===== config.mk =====
export PLATFORM = sky130hd
export DESIGN_NAME = regfile_scoreboard
export DESIGN_NICKNAME = d
export VERILOG_FILES = /design/src/rtl/regfile_scoreboard_pkg.sv /design/src/rtl/regfile_scoreboard_hazard_check.sv /design/src/rtl/regfile_scoreboard.sv
export SDC_FILE = /design/constraint.sdc
export NUM_CORES = 1
export LEC_CHECK = 0
export ABC_AREA = 1
export BUFFER_PORTS_ARGS = -buffer_cell sky130_fd_sc_hd__buf_2
export CAP_MARGIN = 20
export CELL_PAD_IN_SITES_DETAIL_PLACEMENT = 1
export CELL_PAD_IN_SITES_GLOBAL_PLACEMENT = 2
export CORE_MARGIN = 4
export CORE_UTILIZATION = 30
export CTS_CLUSTER_SIZE = 40
export DETAILED_ROUTE_END_ITERATION = 8
export GPL_TIMING_DRIVEN = 0
export PLACE_DENSITY_LB_ADDON = 0.2
export SLEW_MARGIN = 20
export SYNTH_ARGS = -nofsm -noshare
export SYNTH_HDL_FRONTEND = slang
export SYNTH_SLANG_ARGS = --single-unit

===== constraint.sdc =====
create_clock -name clk -period 8.1 [get_ports clk]
set_clock_uncertainty 0.05 [all_clocks]
set_input_delay 1.62 -clock clk [delete_from_list [all_inputs] [get_ports clk]]
set_output_delay 1.62 -clock clk [all_outputs]
set_load 0.03 [all_outputs]

===== src/rtl/regfile_scoreboard_pkg.sv =====
// Shared register-file geometry and helpers for the issue scoreboard.
package regfile_scoreboard_pkg;
    localparam int REG_ADDR_W = 5;
    localparam int NUM_REGS   = 32;
    localparam logic [REG_ADDR_W-1:0] ZERO_REG = 5'd0;

    function automatic logic [NUM_REGS-1:0] reg_mask(input logic [REG_ADDR_W-1:0] addr);
        logic [NUM_REGS-1:0] m;
        m = '0;
        m[addr] = 1'b1;
        return m;
    endfunction
endpackage


===== src/rtl/regfile_scoreboard_hazard_check.sv =====
// Combinational RAW/WAW/capacity check for one issuing instruction.
module regfile_scoreboard_hazard_check
    import regfile_scoreboard_pkg::*;
#(
    parameter int MAX_OUTSTANDING = 4,
    parameter int CNT_W           = 3
) (
    input  logic [NUM_REGS-1:0]   eff_busy,
    input  logic [CNT_W-1:0]      outstanding,
    input  logic                  slot_free,
    input  logic                  rst,
    input  logic                  flush,
    input  logic [REG_ADDR_W-1:0] issue_rs,
    input  logic [REG_ADDR_W-1:0] issue_rt,
    input  logic                  issue_rs_used,
    input  logic                  issue_rt_used,
    input  logic [REG_ADDR_W-1:0] issue_rd,
    input  logic                  issue_wr,
    output logic                  raw_hz,
    output logic                  waw_hz,
    output logic                  issue_ready
);
    logic rd_real;
    logic full_hz;

    always_comb begin
        rd_real = issue_wr && (issue_rd != ZERO_REG);
        raw_hz  = (issue_rs_used && issue_rs != ZERO_REG && eff_busy[issue_rs]) ||
                  (issue_rt_used && issue_rt != ZERO_REG && eff_busy[issue_rt]);
        waw_hz  = rd_real && eff_busy[issue_rd];
        // A writeback retiring in this cycle may hand its slot to the issuer.
        full_hz = rd_real && (outstanding == CNT_W'(MAX_OUTSTANDING)) && !slot_free;
        issue_ready = rst && !flush && !raw_hz && !waw_hz && !full_hz;
    end
endmodule


===== src/rtl/regfile_scoreboard.sv =====
// Issue-side scoreboard tracking in-flight register writes and stalling on hazards.
module regfile_scoreboard
    import regfile_scoreboard_pkg::*;
#(
    parameter int MAX_OUTSTANDING = 4,
    parameter int WB_BYPASS       = 1,
    parameter int CNT_W           = 3
) (
    input  logic                  clk,
    input  logic                  rst,
    input  logic                  issue_valid,
    output logic                  issue_ready,
    input  logic [REG_ADDR_W-1:0] issue_rs,
    input  logic [REG_ADDR_W-1:0] issue_rt,
    input  logic                  issue_rs_used,
    input  logic                  issue_rt_used,
    input  logic [REG_ADDR_W-1:0] issue_rd,
    input  logic                  issue_wr,
    input  logic                  wb_valid,
    input  logic [REG_ADDR_W-1:0] wb_reg,
    input  logic                  flush,
    output logic [NUM_REGS-1:0]   busy,
    output logic [CNT_W-1:0]      outstanding,
    output logic                  wb_err,
    output logic [15:0]           stall_cnt
);
    logic [NUM_REGS-1:0] busy_q, busy_d, eff_busy;
    logic [CNT_W-1:0]    cnt_q, cnt_d;
    logic                wb_err_q, wb_err_d;
    logic [15:0]         stall_q, stall_d;
    logic                wb_clear, slot_free, set_new, raw_hz, waw_hz;

    always_comb begin
        wb_clear  = wb_valid && busy_q[wb_reg];
        slot_free = (WB_BYPASS != 0) && wb_clear;
        eff_busy  = busy_q;
        if (WB_BYPASS != 0 && wb_valid) eff_busy = busy_q & ~reg_mask(wb_reg);
    end

    regfile_scoreboard_hazard_check #(
        .MAX_OUTSTANDING(MAX_OUTSTANDING),
        .CNT_W          (CNT_W)
    ) u_hazard (
        .eff_busy     (eff_busy),
        .outstanding  (cnt_q),
        .slot_free    (slot_free),
        .rst          (rst),
        .flush        (flush),
        .issue_rs     (issue_rs),
        .issue_rt     (issue_rt),
        .issue_rs_used(issue_rs_used),
        .issue_rt_used(issue_rt_used),
        .issue_rd     (issue_rd),
        .issue_wr     (issue_wr),
        .raw_hz       (raw_hz),
        .waw_hz       (waw_hz),
        .issue_ready  (issue_ready)
    );

    always_comb begin
        set_new  = issue_valid && issue_ready && issue_wr && (issue_rd != ZERO_REG);
        busy_d   = busy_q;
        if (wb_clear) busy_d = busy_d & ~reg_mask(wb_reg);
        // Set after clear so a same-register clear+set leaves the bit busy.
        if (set_new)  busy_d = busy_d | reg_mask(issue_rd);
        cnt_d    = cnt_q - CNT_W'(wb_clear) + CNT_W'(set_new);
        if (flush) begin
            busy_d = '0;
            cnt_d  = '0;
        end
        busy_d[0] = 1'b0;
        wb_err_d = wb_err_q || (wb_valid && wb_reg != ZERO_REG && !busy_q[wb_reg]);
        stall_d  = stall_q;
        if (issue_valid && !issue_ready && rst && stall_q != 16'hFFFF) stall_d = stall_q + 16'd1;
    end

    always_ff @(posedge clk) begin
        if (!rst) begin
            busy_q   <= '0;
            cnt_q    <= '0;
            wb_err_q <= 1'b0;
            stall_q  <= '0;
        end else begin
            busy_q   <= busy_d;
            cnt_q    <= cnt_d;
            wb_err_q <= wb_err_d;
            stall_q  <= stall_d;
        end
    end

    assign busy        = busy_q;
    assign outstanding = cnt_q;
    assign wb_err      = wb_err_q;
    assign stall_cnt   = stall_q;
endmodule


Word-level counts from Yosys, hierarchy flattened

Index checks and enable logic that the tools add are counted.

Output and inout port bits: 53
Bits in registers: 52
Word-level logic and storage cells: 72
Input port bits: 28

Bitwise operators: 4
Multiplexer cells: 15
Equal/unequal tests: 2
Reduce and logical (&&, ||, !) cells: 37
Add/subtract/negate cells: 3
Order comparisons: 6

Operator list:

| cell                    | number |
|---|---|
| $mux W32                | 3 |
| $and A32 B32 Y32        | 1 |
| $not A32 Y32            | 1 |
| $or A32 B32 Y32         | 1 |
| $lt A5 B6 Y1 const B    | 4 |
| $logic_and A1 B1 Y1     | 23 |
| $bmux W1 S5             | 4 |
| $reduce_bool A5 Y1      | 4 |
| $add A16 B1 Y16 const B | 1 |
| $ne A16 B16 Y1 const B  | 1 |
| $demux W1 S5            | 2 |
| $ge A5 B1 Y1 const B    | 2 |
| $logic_not A1 Y1        | 7 |
| $mux W1                 | 6 |
| $add A3 B1 Y3           | 1 |
| $eq A3 B3 Y1 const B    | 1 |
| $sub A3 B1 Y3           | 1 |
| $logic_or A1 B1 Y1      | 2 |
| $reduce_or A2 Y1        | 1 |
| $not A1 Y1              | 1 |

Depth between registers and ports, before layout

Gate-level depths: netlist of the first run.

Word-level depth: 19
Depth in mapped cells: 27
Mapped depth without buffers: 25

Cells and area by module

A second synthesis of the first run with hierarchy kept.

Cells, all modules: 752
Area total of the unflattened synthesis: 4255.3 um^2

By module, submodules not included:

| module                          | area each (um^2) | instances | sequential area each (um^2) | cells each |
|---|---|---|---|---|
| regfile_scoreboard              | 3001.6           | 1         | 1021.0                      | 475 |
| regfile_scoreboard_hazard_check | 1253.7           | 1         | 0.0                         | 277 |

Worst setup path before layout of the first run

OpenSTA, ideal clock, no wires.

Kind: input -> output
Start: in wb_reg[0]
End: out issue_ready
Setup slack: 3.277 ns
Arrival: 3.153 ns
Data required time: 6.430 ns
Stages: 19
Buffers on the path: 2
Cell sequence: buf_6 > clkinv_2 > nand2_2 > nor2_2 > nand2_1 > nand2_1 > nand2_1 > nand2_1 > nand2_1 > nand2_1 > nand2_1 > nand2_1 > nor2_1 > nand3_1 > nand2_1 > nor2_2 > nand3_4 > inv_2 > buf_4

Longest elaborated chain between the ends: 15
Elaborated cells between the ends (all ways): 29
Classes of those cells: 2 x order compare; 11 x mux; 2 x bitwise; 14 x reduce/logical

Ends and longest elaborated chain:

| element                                                                   | line                                                                         | source |
|---|---|---|
| from (decl)                                                               | regfile_scoreboard.sv:20                                                     | `input logic [REG_ADDR_W-1:0] wb_reg,` |
| $lt A5 B6 Y1 (implied by the code) / $ge A5 B1 Y1 (equally long branches) | regfile_scoreboard_pkg.sv:10                                                 | `m[addr] = 1'b1;` |
| $logic_and A1 B1 Y1 (implied by the code)                                 | regfile_scoreboard_pkg.sv:10                                                 |  |
| $mux W1 (implied by the code)                                             | regfile_scoreboard_pkg.sv:10                                                 |  |
| $demux W1 S5                                                              | regfile_scoreboard_pkg.sv:10                                                 |  |
| $not A32 Y32                                                              | regfile_scoreboard.sv:37                                                     | `if (WB_BYPASS != 0 && wb_valid) eff_busy = busy_q & ~reg_mask(wb_reg);` |
| $and A32 B32 Y32                                                          | regfile_scoreboard.sv:37                                                     |  |
| $mux W32                                                                  | regfile_scoreboard.sv:37                                                     |  |
| $bmux W1 S5 (on tied branches)                                            | regfile_scoreboard_hazard_check.sv:28, regfile_scoreboard_hazard_check.sv:29 |  |
| $mux W1 (on tied branches)                                                | regfile_scoreboard_hazard_check.sv:28, regfile_scoreboard_hazard_check.sv:29 |  |
| $logic_and A1 B1 Y1 (on tied branches)                                    | regfile_scoreboard_hazard_check.sv:28, regfile_scoreboard_hazard_check.sv:29 |  |
| $logic_or A1 B1 Y1                                                        | regfile_scoreboard_hazard_check.sv:28                                        | `raw_hz = (issue_rs_used && issue_rs != ZERO_REG && eff_busy[issue_rs]) \|\|` |
| $logic_not A1 Y1                                                          | regfile_scoreboard_hazard_check.sv:33                                        | `issue_ready = rst && !flush && !raw_hz && !waw_hz && !full_hz;` |
| $logic_and A1 B1 Y1 (2 in series)                                         | regfile_scoreboard_hazard_check.sv:33                                        |  |
| $logic_and A1 B1 Y1 (*)                                                   | regfile_scoreboard_hazard_check.sv:33                                        |  |
| to (decl)                                                                 | regfile_scoreboard.sv:12                                                     | `output logic issue_ready,` |

Mark *: on every way between the ends. The rest lies on a longest branch, timed or not. The select of a mux whose other input is x is not followed.

Worst setup path after layout of the first run

Start: in issue_rd[0]
End: out issue_ready

Longest elaborated chain between the ends: 6
Elaborated cells between the ends (all ways): 11
Classes of those cells: 2 x mux; 9 x reduce/logical

Ends and longest elaborated chain:

| element                                                                     | line                                                                         | source |
|---|---|---|
| from (decl)                                                                 | regfile_scoreboard.sv:17                                                     | `input logic [REG_ADDR_W-1:0] issue_rd,` |
| $bmux W1 S5 / $reduce_bool A5 Y1 (equally long branches)                    | regfile_scoreboard_hazard_check.sv:30, regfile_scoreboard_hazard_check.sv:27 |  |
| $mux W1 (implied by the code) / $logic_and A1 B1 Y1 (equally long branches) | regfile_scoreboard_hazard_check.sv:30, regfile_scoreboard_hazard_check.sv:27 |  |
| $logic_and A1 B1 Y1 (on tied branches)                                      | regfile_scoreboard_hazard_check.sv:30, regfile_scoreboard_hazard_check.sv:32 |  |
| $logic_not A1 Y1 / $logic_and A1 B1 Y1 (equally long branches)              | regfile_scoreboard_hazard_check.sv:33, regfile_scoreboard_hazard_check.sv:32 |  |
| $logic_and A1 B1 Y1 / $logic_not A1 Y1 (equally long branches)              | regfile_scoreboard_hazard_check.sv:33                                        |  |
| $logic_and A1 B1 Y1 (*)                                                     | regfile_scoreboard_hazard_check.sv:33                                        |  |

Marks and branches as above.

==> results of run 1 <==
## cells in the final DEF (no fill, tap or decap), drive strengths merged
cell      n
o22ai     7
nand4    19
a211oi    1
or2       2
a21oi    55
o211ai    1
clkinv    5
a31oi     1
o21ai    36
nand3b    2
nor4      1
clkbuf   21
buf      84
xnor2     4
o21a      2
a22oi     1
nand3   124
nor2     67
inv      96
nand2   186
xor2      9
ha        3
fa        1
dfxtp    51
nor3     14
conb      1
## how the worst min path moves through the flow
stage	from	endpoint
finish	stall_cnt[15]	stall_cnt[15]
CTS	stall_cnt[15]	stall_cnt[15]
global route	stall_cnt[8]	stall_cnt[8]
floorplan	stall_cnt[15]	stall_cnt[15]
global placement	wb_err	wb_err
detailed placement	stall_cnt[15]	stall_cnt[15]
## metrics by stage
stage | utilization (%) | power [W]
6_report | 36.23 | 0.0005831
3_3_place_gp | 35.12 | 0.0003626
3_5_place_dp | 35.12 | 0.0003646
4_1_cts | 36.23 | 0.0005894
2_1_floorplan | - | 0.0003248
5_1_grt | 36.23 | 0.0006111
## routing by layer
layer | vias to the layer above | track usage [%]
met2 | 126 | 37.47
li1 | 2496 | -
met4 | 0 | 5.738
met5 | - | 0
met1 | 2387 | 31.90
met3 | 19 | 4.503
## worst reg2reg max path, cell delays in order (launching register included)
cell	delay, ps
dfxtp_1	380
inv_1	70
o21ai_0	170
o21ai_0	160
nand2_1	120
nor2_1	50
nand2_1	90
nand2_1	110
nand2_1	110
nand2_1	70
nor2_2	240
nand3_4	230
inv_2	210
buf_4	190
nand2_1	60
ha_1	280
inv_1	60
ha_1	130
inv_1	50
fa_1	380
a21oi_1	160
o21a_1	130
## registers in the layout, summed over array words and instances, names as in the netlist
name / flops
outstanding: 3
stall_cnt: 16
busy: 31
wb_err: 1
## cell families (layout without fill, tap and decap cells)
family	Yosys count	in the layout	share of synthesized area, %
buffers and inverters	124	206	12.32
flip-flops	51	51	25.06
XOR/XNOR	13	13	2.795
other	1	1	0.09205
AO/OA/AOI/OAI	104	104	13.33
adder cells (fa/ha/maj)	4	4	1.413
AND/OR/NAND/NOR	415	415	44.99
## cell type report
| type | instances | area, um^2 | area share (%) |
|---|---|---|---|
| sequential | 51 | 1021 | 21.19 |
| tap | 176 | 220.2 | 4.571 |
| timing repair buffer | 75 | 375.4 | 7.792 |
| clock inverter | 1 | 8.758 | 0.1818 |
| buffer | 24 | 125.1 | 2.597 |
| multi-input combinational | 537 | 2551 | 52.96 |
| clock buffer | 6 | 138.9 | 2.883 |
| inverter | 100 | 376.6 | 7.818 |
## power groups by stage
stage | combinational, W | sequential, W | clock [W]
4_1_cts | 0.000106 | 0.000253 | 0.000230
5_1_grt | 0.000118 | 0.000253 | 0.000240
3_3_place_gp | 0.000104 | 0.000259 | 0
6_report | 0.000106 | 0.000253 | 0.000224
2_1_floorplan | 0.0000636 | 0.000261 | 0
3_5_place_dp | 0.000106 | 0.000259 | 0
==> impl_metrics.json, run 1 <==
{
  "p_per_area_mw_per_mm2": 121.0,
  "yosysMostFrequentCell": "nand2_1",
  "cts_hold_buf": 0,
  "cp.required_ps": 6430,
  "grt-ovfl-total": 0,
  "cts.sinks": 51,
  "grt_usage_pct": 23.23,
  "dp_hpwl_um": 14860,
  "htree_levels": 2,
  "core_mm2": 0.01330,
  "clk_latency_ps": 300,
  "place_area_mm2": 0.004669,
  "start_kind": "primary input",
  "die_area_mm2": 0.01551,
  "synth_area_leaders": "dfxtp_1 (25%), nand2_1 (17%), nand3_1 (15%), inv_1 (8.6%), a21oi_1 (6.8%)",
  "syn_to_final_growth_pct": 18.24,
  "reg2reg_to": "outstanding[2]",
  "wl_per_cell_um": 18.76,
  "drive_gt1_share_pct": 12.97,
  "ff2ff_setup_slack_ps": 4560,
  "cts_buffer_depth": 2,
  "switchingPower_w": 0.0001806,
  "initial_core_util_pct": 30.64,
  "cts_tree": "built",
  "num_vias": 5028,
  "slew_headroom_pct": 46.72,
  "r2r-start": "busy[8]",
  "wirelength_um": 18200,
  "cpMaxStageDelayCell": "nor2_1",
  "stdcell_count": 970,
  "firstDrtPassIters": 4,
  "port_buffers": 75,
  "post_cts_resized": 0,
  "p_sw_share_pct": 30.97,
  "drc": 0,
  "path_cells": "buf_2, nor2_1, inv_1, nand3_1, nor2_1, nor2_1, nor2_1, nand3_1, nand2_1, nor2_2, nand3_4, inv_2, buf_4, buf_2",
  "placedCellCount": 963,
  "ys_seq_elements": 51,
  "path_max_fanout": 10,
  "diodes": 0,
  "drt_iter0_markers": 316,
  "cts_made_buffers": 5,
  "worst_slew_pin_slew_ps": 796.2,
  "yosys.area.top_type_share_pct": 25.06,
  "hold_path_class": "reg -> reg",
  "nets": 826,
  "sequentialPowerShare_pct": 43.4,
  "comb_power_share_pct": 18.2,
  "drv_cap": 0,
  "crit_family": "simple AND/OR/NAND/NOR gates",
  "async_flop_share_pct": 0,
  "period_needed_ps": 6000,
  "avgSynthCellArea_um2": 5.722,
  "clk_pin_slew_ps": 70,
  "ir_worst_vdd_mv": 0.07062,
  "synth_edf_count": 0,
  "synth_common_cells": "nand2_1 (185), nand3_1 (121), inv_1 (93)",
  "antenna_found_initial": 0,
  "hold_violations": 0,
  "maxSlewViolCount": 0,
  "tns_ps": 0,
  "wl_met3_um": 899,
  "top_layer": "met4",
  "dominantRegCellSynth": "dfxtp_1",
  "yosys.area.top_type": "dfxtp_1",
  "worstPathArrival_ps": 4330,
  "cts_setup_buffers": 0,
  "ant_nets": 0,
  "synthDistinctLibCells": 37,
  "timing.critical_path.mode_cell": "nor2_1",
  "fmax_mhz": 166.7,
  "status": "finished clean",
  "critPathKind": "in -> out",
  "pwr-share-clk_pct": 38.4,
  "seq_area_frac_synth_pct": 25.06,
  "netlist_area_mm2": 0.004074,
  "cp-endpoint": "issue_ready",
  "layout_setup_ws_ps": 2100,
  "internal_power_w": 0.0004025,
  "critical_path_depth": 14,
  "crit_path_start": "issue_rd[0]",
  "dr_wl_met2_um": 8449,
  "wl_met1_um": 8579,
  "syn_inst": 712,
  "endpoint_kind": "primary output",
  "syn-num-nets": 744,
  "total_leakage_power_nw": 2.151,
  "grt_pass1_wl_um": 28810,
  "holdPathStages": 2,
  "slowest_delay_ps": 620,
  "grt_start_max_net_pins": 16,
  "setup_viol_count_final": 0,
  "viasPerCell": 5.184,
  "die_width_um": 124.5,
  "fin_area_mm2": 0.004817,
  "grt_pass1_vias": 5064,
  "n_fill_cell": 1874,
  "gp_congestion": 0.9623,
  "ios": 81,
  "min_period_over_period_pct": 74.07,
  "row_count": 42,
  "place_ws_ps": 2112,
  "yosys_warnings": 0,
  "root_buffer": "clkbuf_16",
  "path_buf_inv": 5,
  "rr_worst_depth": 21,
  "rsz0062_at_grt": "false",
  "hold_slack_ps": 443.0,
  "die_h_um": 124.5
}
Note: power is estimated with default switching activity, not from simulation.
==> inputs of run 2 (changes only) <==
- CORE_UTILIZATION: 30 -> 28
- clock period: 8.1 -> 5.8 ns (I/O delays scaled with it)
==> run 2 against run 1 <==
Core utilization shrank 1.7 points. Sequential share of layout area shrank 0.12 points. Combinational power grew 40%. Global-route usage shrank 0.81 points. Register-to-register slack lost 2300 ps. Hold slack gained 4.8 ps. Clock-buffer cell count shrank 1. Flip-flop and latch count is the same. Clock power grew 54%. Wire length grew 0.71%. Non-clock buffer count is the same. Critical endpoint unchanged.
==> impl_metrics.json, run 2 (same netlist as run 1, synthesis figures left out) <==
{
  "status": "finished clean",
  "critPathKind": "in -> out",
  "clk_pin_slew_ps": 70,
  "ios": 81,
  "htree_levels": 2,
  "grt-ovfl-total": 0,
  "cts_setup_buffers": 0,
  "total_leakage_power_nw": 2.162,
  "port_buffers": 75,
  "ff2ff_setup_slack_ps": 2290,
  "grtUsageMet2_pct": 35.43,
  "post_cts_resized": 0,
  "die_h_um": 128.6,
  "cts_made_buffers": 5,
  "cts_tree": "built",
  "drv_cap": 0,
  "endpoint_kind": "primary output",
  "rr_worst_depth": 21,
  "syn_to_final_growth_pct": 18.89,
  "reg2reg_to": "outstanding[2]",
  "gp_congestion": 0.9645,
  "grt_pass1_wl_um": 29260,
  "worst_slew_pin_slew_ps": 783.7,
  "path_cells": "buf_6, inv_2, nand3_2, o21ai_0, nand2_1, nand2_1, inv_1, nand2_1, nand2_1, nand2_1, nor2_1, nand3_1, nand2_1, nor2_2, nand3_4, inv_2, buf_4, buf_2",
  "drt_iter0_markers": 335,
  "maxSlewViolCount": 0,
  "period_needed_ps": 4957,
  "drc": 0,
  "grt_start_max_net_pins": 17,
  "grt_most_used_layer": "met2",
  "diodes": 0,
  "hold_path_class": "reg -> reg",
  "met3_usage_pct": 2.574,
  "num_vias": 5154,
  "timing.critical_path.mode_cell": "nand2_1",
  "largest_reg_flops": 31,
  "die_width_um": 128.6,
  "tns_ps": 0,
  "cts_hold_buf": 0,
  "drive_gt1_share_pct": 13.08,
  "core_mm2": 0.01404,
  "die_area_mm2": 0.01654,
  "hold_violations": 0,
  "wl_per_cell_um": 18.80,
  "dp_hpwl_um": 15040,
  "wirelength_um": 18330,
  "setup_viol_count_final": 0,
  "viasPerCell": 5.286,
  "hold_slack_ps": 447.9,
  "ir_worst_vdd_mv": 0.1041,
  "path_max_fanout": 10,
  "rsz0062_at_grt": "false",
  "min_period_over_period_pct": 85.46,
  "slowest_delay_ps": 590,
  "fmax_mhz": 201.7,
  "slew_headroom_pct": 47.56,
  "cts.sinks": 51,
  "nets": 826,
  "row_count": 43,
  "cts_buffer_depth": 2,
  "worstPathArrival_ps": 3750,
  "cp-endpoint": "issue_ready",
  "clk_latency_ps": 300,
  "firstDrtPassIters": 5,
  "r2r-start": "busy[10]",
  "grt_pass1_vias": 5169,
  "start_kind": "primary input",
  "antenna_found_initial": 0,
  "grt_usage_pct": 22.42,
  "root_buffer": "clkbuf_16",
  "final_common_cell": "nand2_1",
  "ant_nets": 0,
  "crit_path_start": "wb_reg[1]",
  "initial_core_util_pct": 29.01,
  "final_cell_mix": "nand2_1 (185), nand3_1 (121), inv_1 (93)",
  "p_per_area_mw_per_mm2": 175.0,
  "cpMaxStageDelayCell": "o21ai_0",
  "met1_usage_pct": 32.17,
  "cp.required_ps": 4590
}
## run 2: critical path, delay by kind of cell
kind / cells / cell delay, ps
AOI/OAI and AO/OA: 1 / 590
buffers and inverters: 6 / 840
and+or+nand+nor: 11 / 1140
## run 2: through the flow
stage	std cells	instance area, um^2	total power (W)	worst slack, ps	util [%]
after floorplan	712	4074	0.0004537	1825	-
after global placement	967	4674	0.0005064	839.5	33.29
after detailed placement	967	4674	0.0005089	830.8	33.29
after CTS	975	4843	0.0008562	816.5	34.49
after global routing	975	4843	0.0008878	611.1	34.49
final	975	4843	0.0008476	843.2	34.49
## run 2: metal layers
metal | up-vias | share of wire [%]
met5 | - | 0
met3 | 25 | 5.1
li1 | 2496 | -
met2 | 164 | 46
met4 | 0 | 1.8
met1 | 2469 | 47
## run 2: worst min path at each step
stage	start	endpoint	slack, ps	depth (start not counted)
after floorplan	stall_cnt[15]	stall_cnt[15]	550	2
after global placement	stall_cnt[15]	stall_cnt[15]	420	2
after detailed placement	wb_err	wb_err	440	1
after CTS	stall_cnt[15]	stall_cnt[15]	450	2
after global routing	stall_cnt[8]	stall_cnt[8]	470	2
final	stall_cnt[15]	stall_cnt[15]	450	2
## run 2: cell type report
class                   count  area (um^2)
plain buffers              24        125.1
clock buffers               5        125.1
clock inverters             3        43.79
fillers                  1900         9199
inverters                 100        376.6
multi-input cells         537         2551
flip-flops and latches     51         1021
well taps                 180        225.2
repair buffers             75        375.4
## run 2: where the power goes
group / switching, W / internal [W] / total, W
Clock: 0.000142 / 0.000204 / 0.000346
Combinational: 0.000109 / 0.0000392 / 0.000148
Sequential: 0.00000190 / 0.000352 / 0.000354
